--- src/rtl/clk_divider_prog.sv ---
// Runtime-programmable clock divider / tick generator with a loadable terminal count,
// toggle or pulse output mode, count enable and a registered one-cycle wrap strobe.
module clk_divider_prog #(
  parameter int unsigned      CNT_W        = 21,
  parameter logic [CNT_W-1:0] DEFAULT_DIV  = {CNT_W{1'b1}},
  parameter logic             DEFAULT_MODE = 1'b0
) (
  input  logic             clk_in,
  input  logic             rst,
  input  logic             en,
  input  logic [CNT_W-1:0] div_val,
  input  logic             mode_val,
  input  logic             div_load,
  output logic             divided_clk,
  output logic             tick,
  output logic             pending,
  output logic [CNT_W-1:0] cnt
);

  // Load interface: div_load is a single-cycle strobe with no back-pressure;
  // div_val/mode_val are sampled only in cycles where div_load is high.

  logic [CNT_W-1:0] cnt_q, cnt_d;
  logic [CNT_W-1:0] div_q, div_d;
  logic [CNT_W-1:0] pend_div_q, pend_div_d;
  logic             mode_q, mode_d;
  logic             pend_mode_q, pend_mode_d;
  logic             pend_q, pend_d;
  logic             out_q, out_d;
  logic             tick_q, tick_d;

  logic             wrap;
  logic             apply_now;
  logic [CNT_W-1:0] new_div;
  logic             new_mode;

  // >= rather than == so a ratio lowered below the live count still wraps.
  assign wrap      = en && (cnt_q >= div_q);
  assign apply_now = wrap || !en;

  // A load in the applying cycle beats any older pending values.
  assign new_div  = div_load ? div_val  : (pend_q ? pend_div_q  : div_q);
  assign new_mode = div_load ? mode_val : (pend_q ? pend_mode_q : mode_q);

  always_comb begin
    cnt_d       = cnt_q;
    div_d       = div_q;
    mode_d      = mode_q;
    pend_div_d  = pend_div_q;
    pend_mode_d = pend_mode_q;
    pend_d      = pend_q;
    out_d       = out_q;
    tick_d      = 1'b0;

    if (apply_now) begin
      div_d  = new_div;
      mode_d = new_mode;
      pend_d = 1'b0;
    end else if (div_load) begin
      pend_div_d  = div_val;
      pend_mode_d = mode_val;
      pend_d      = 1'b1;
    end

    if (wrap) begin
      cnt_d  = '0;
      tick_d = 1'b1;
      // The mode that takes effect at this wrap already drives the output here.
      out_d  = new_mode ? 1'b1 : ~out_q;
    end else if (en) begin
      cnt_d = cnt_q + CNT_W'(1);
      if (mode_q) out_d = 1'b0;
    end
  end

  always_ff @(posedge clk_in or posedge rst) begin
    if (rst) begin
      cnt_q       <= '0;
      div_q       <= DEFAULT_DIV;
      mode_q      <= DEFAULT_MODE;
      pend_div_q  <= '0;
      pend_mode_q <= 1'b0;
      pend_q      <= 1'b0;
      out_q       <= 1'b0;
      tick_q      <= 1'b0;
    end else begin
      cnt_q       <= cnt_d;
      div_q       <= div_d;
      mode_q      <= mode_d;
      pend_div_q  <= pend_div_d;
      pend_mode_q <= pend_mode_d;
      pend_q      <= pend_d;
      out_q       <= out_d;
      tick_q      <= tick_d;
    end
  end

  assign divided_clk = out_q;
  assign tick        = tick_q;
  assign pending     = pend_q;
  assign cnt         = cnt_q;

endmodule

--- config.mk ---
export PLATFORM = sky130hd
export DESIGN_NAME = clk_divider_prog
export DESIGN_NICKNAME = d
export VERILOG_FILES = /design/src/rtl/clk_divider_prog.sv
export SDC_FILE = /design/constraint.sdc
export NUM_CORES = 1
export LEC_CHECK = 0
export CAP_MARGIN = 5
export CORE_MARGIN = 2
export CORE_UTILIZATION = 55
export DETAILED_ROUTE_END_ITERATION = 12
export PLACE_DENSITY = 0.82
export SYNTH_ARGS = -nofsm -noshare
export SYNTH_HDL_FRONTEND = slang
export SYNTH_SLANG_ARGS = --single-unit
--- constraint.sdc ---
create_clock -name clk_in -period 2.8 [get_ports clk_in]
set_input_delay 0.42 -clock clk_in [delete_from_list [all_inputs] [get_ports clk_in]]
set_output_delay 0.42 -clock clk_in [all_outputs]
set_load 0.02 [all_outputs]
### Word level (Yosys, flattened, before mapping)

Index checks and enable logic that the tools add are counted.

* output and inout bits: 24
* input bits: 26
* register bits after elaboration: 68
* logic and storage cells: 35

* bitwise gates (word level): 2
* multiplexer cells: 13
* magnitude comparators: 1
* add/sub/neg operators: 1
* reduce and logical (&&, ||, !) cells: 10

Operator list (number)
* 21-bit two-way mux: 4
* 21-bit by 1-bit adder with 21-bit output, second input constant: 1
* 21-bit >= comparator: 1
* 1-bit two-way mux: 9
* 2-bit nonzero test: 4
* 2-bit AND reduction: 3
* 1-bit inverter: 2
* 1-bit logical AND: 1
* 1-bit logical NOT: 1
* 1-bit logical OR: 1

### Longest topological paths before layout

* depth in word-level cells: 5
* gate-level depth with buffers: 8
* depth with buffers taken out: 7

### Worst setup path after synthesis

No wires, ideal clock.

* path kind: register -> register
* start: register div_q[20]
* end: register pend_div_q[0]
* library setup time: 0.128 ns
* arrival time: 2.172 ns
* data required time: 2.672 ns
* path slack: 0.501 ns
* cell stages (with the launch flop): 9
* buffers on the path: 1
* clock period less this slack: 2.299 ns
* cell sequence: dfstp_2 > inv_1 > ha_1 > nand4_2 > nor4_4 > a32oi_4 > nand4_2 > buf_4 > mux2_1

* word-level cells in the longest chain between the ends: 5

Ends and longest elaborated chain
* from (decl): line 24 `logic [CNT_W-1:0] div_q, div_d;`
* from (signal assigned): line 88 `div_q <= div_d;`
* 21-bit >= comparator: line 38 `assign wrap = en && (cnt_q >= div_q);`
* 1-bit logical AND: line 38
* 1-bit logical OR: line 39 `assign apply_now = wrap || !en;`
* 1-bit inverter (no source line)
* 2-bit AND reduction (no source line)
* to (signal assigned): line 90 `pend_div_q <= pend_div_d;`
* to (decl): line 25 `logic [CNT_W-1:0] pend_div_q, pend_div_d;`

No other way between the ends.
A chain may end at the register's enable or synchronous reset.

### Worst setup path in the final report

* start: register div_q[3]
* end: register div_q[18]

* word-level cells in the longest chain between the ends: 4

Ends and longest elaborated chain (line)
* 21-bit >= comparator: 38
* 1-bit logical AND: 38
* 1-bit logical OR: 39
* 2-bit AND reduction (no source line)

No other way between the ends.

==> results.json <==
{
  "htree_num_levels": 3,
  "cts_resized": 0,
  "p_leak_nw": 1.99,
  "grt_max_degree": 35,
  "yosysSeqAreaShare_pct": 46.9,
  "setup_ws_ns": 0.215,
  "via_count": 2700,
  "reg2reg_to": "div_q[18]",
  "syn-num-nets": 395,
  "dp_hpwl_um": 5420,
  "ys_types": 46,
  "synth_common_cells": "dfrtp_1, nand2_1, inv_1, nor2_1, a22o_1",
  "irDropWorstVdd_mv": 0.339,
  "antenna_found_initial": 0,
  "ys_warn_count": 0,
  "hold_violations": 0,
  "endpoint_kind": "flop",
  "clock-root-buffer": "clkbuf_8",
  "final_cell_area_um2": 4460,
  "setup.worst_path.start_class": "flop",
  "cts_tree": "built",
  "status": "finished clean",
  "n_antenna_cell": 0,
  "hold_path.class": "input pin to asynchronous set/reset pin",
  "synthFlopType": "dfrtp_1",
  "grt_pass1_vias": 2634,
  "grtUsageTotal_pct": 21.8,
  "powerDensity_nw_per_um2": 626,
  "syn_to_final_growth_pct": 20.9,
  "drc": 0,
  "wl_um": 7140,
  "postLayoutCoreUtil_pct": 69.4,
  "yosys_register_bits": 68,
  "worstMarginPinSlew_ns": 0.708,
  "nets": 447,
  "relSlewSlack_pct": 52.7,
  "yosysMostFrequentCell": "dfrtp_1",
  "clk_pin_slew_ns": 0.08,
  "pin_count": 50,
  "r2r-start": "div_q[3]",
  "synth_top_area_share_pct": 31.9,
  "cts_sinks": 68,
  "critPathKind": "flop to flop",
  "synth_top_cells_by_area": "dfrtp_1, dfstp_2, ha_1, mux2_1, a22o_1",
  "gp_congestion": 0.822,
  "ant_nets": 0,
  "cts_setup_buffers": 0,
  "cts_hold_buf": 0,
  "placed_area_um2": 4250,
  "die_area_um2": 7370,
  "drv_slew": 0,
  "arrival_ns": 2.88,
  "period_share_pct": 92.3,
  "max_freq_mhz": 387,
  "fp.dieW_um": 85.9,
  "initial_utilization_pct": 57.4,
  "port_buffers": 49,
  "place_ws_ns": 0.208,
  "core-area_um2": 6420,
  "rrSetupSlack_ns": 0.22,
  "cap_violations": 0,
  "firstDrtPassIters": 4,
  "layout-drive-gt1-share_pct": 13.6,
  "synth_edf_count": 0,
  "worst_ep_required_time_ns": 3.10,
  "fin_crit_ns": 2.58,
  "netlist_area_um2": 3690,
  "totalNegativeSetupSlack_ns": 0,
  "skew_ns": 0.0179,
  "cts_buffers": 9,
  "path_max_fanout": 20,
  "grt_pass1_wl_um": 12500,
  "synth-async-reset-ratio_pct": 100,
  "rsz0062_at_grt": "no",
  "finalSetupViolations": 0,
  "clockBufferDepth": 2,
  "ff2ff_path_depth": 7,
  "routedWlPerCell_um": 14.8,
  "rows": 29,
  "insertion_delay_ns": 0.36,
  "fp.dieH_um": 85.9,
  "vias_per_cell": 5.61,
  "drt_iter0_markers": 116,
  "syn_avg_cell_area_um2": 10.6,
  "synth_area_leader_cell": "dfrtp_1",
  "netlist_instances": 347,
  "grt_remaining_overflow": 0
}
-- power breakdown --
part	switching (W)	leakage, nW	total (W)	internal [W]
sequential	0.000144	0.812	0.00131	0.00116
combinational	0.000322	1.08	0.000650	0.000328
clock	0.000409	0.0968	0.000831	0.000421
-- worst max-delay path by stage --
stage	start	end	slack [ns]	cells after the start
2_1_floorplan	div_q[20]	pend_div_q[0]	0.50	8
3_3_place_gp	div_q[20]	div_q[12]	0.31	7
5_1_grt	div_q[12]	div_q[18]	0.02	7
4_1_cts	div_q[3]	div_q[18]	0.19	7
3_5_place_dp	div_q[3]	div_q[18]	0.21	7
6_report	div_q[3]	div_q[18]	0.22	7
-- cell families after synthesis --
kind of cell,after synthesis,share of synthesized area [%]
flip-flops,68,46.9
AND/OR/NAND/NOR,120,16.8
buffers and inverters,43,5.16
XOR/XNOR,18,4.28
adder cells (fa/ha/maj),22,7.47
AO/OA/AOI/OAI,51,11.8
multiplexers,25,7.57
-- layout make-up --
class	instances	area, um2
flip-flops and latches	68	1730
repair buffers	56	556
clock buffers	9	124
clock inverters	7	80.1
multi-input cells	236	1770
inverters	28	105
well taps	77	96.3
fillers	490	1970
-- through the flow --
step / hold WS (ns) / cells / power, W
after floorplan: 0.464 / 347 / 0.00173
after global placement: 0.474 / 465 / 0.00194
final: 0.494 / 481 / 0.00279
after detailed placement: 0.482 / 465 / 0.00198
after CTS: 0.499 / 481 / 0.00281
after global routing: 0.508 / 481 / 0.00295
-- layout by cell type, fill, tap and decap left out, types with 3 or more instances in the layout --
| cell | synthesis | final |
|---|---|---|
| a22o_1 | 25 | 25 |
| a21oi_1 | 8 | 8 |
| nand2_1 | 44 | 44 |
| nand4_1 | 7 | 7 |
| dfstp_2 | 21 | 21 |
| xor2_1 | 7 | 7 |
| buf_4 | 3 | 6 |
| inv_1 | 28 | 27 |
| dfrtp_1 | 47 | 47 |
| mux2_1 | 20 | 20 |
| clkdlybuf4s50_1 | 0 | 49 |
| and4_1 | 4 | 4 |
| mux2_2 | 3 | 3 |
| ha_1 | 22 | 22 |
| nand3b_1 | 15 | 15 |
| xnor2_1 | 11 | 11 |
| nand3_1 | 9 | 9 |
| nor2_1 | 28 | 28 |
| inv_6 | 0 | 3 |
| clkbuf_8 | 0 | 9 |
| nand4_2 | 3 | 3 |
-- worst max-delay path, cell delays in order, from the launching register on --
cell and delay (ns):
dfstp_2 0.54, inv_1 0.04, ha_1 0.28, a211oi_1 0.24
o21ai_1 0.14, a32oi_4 0.36, a31o_1 0.66, a22o_1 0.27
-- registers in the layout, indices dropped and copies added (netlist names) --
signal       flops
pend_div_q      21
divided_clk      1
cnt             21
div_q           21
mode_q           1
pending          1
tick             1
pend_mode_q      1
-- metal layers --
| metal | routed length [um] | global-route usage, % |
|---|---|---|
| met4 | 149 | 9.52 |
| met3 | 159 | 3.18 |
| met2 | 3420 | 34.0 |
| met5 | 0 | 0 |
| met1 | 3410 | 30.3 |
Power figures use the tool's default switching activity.
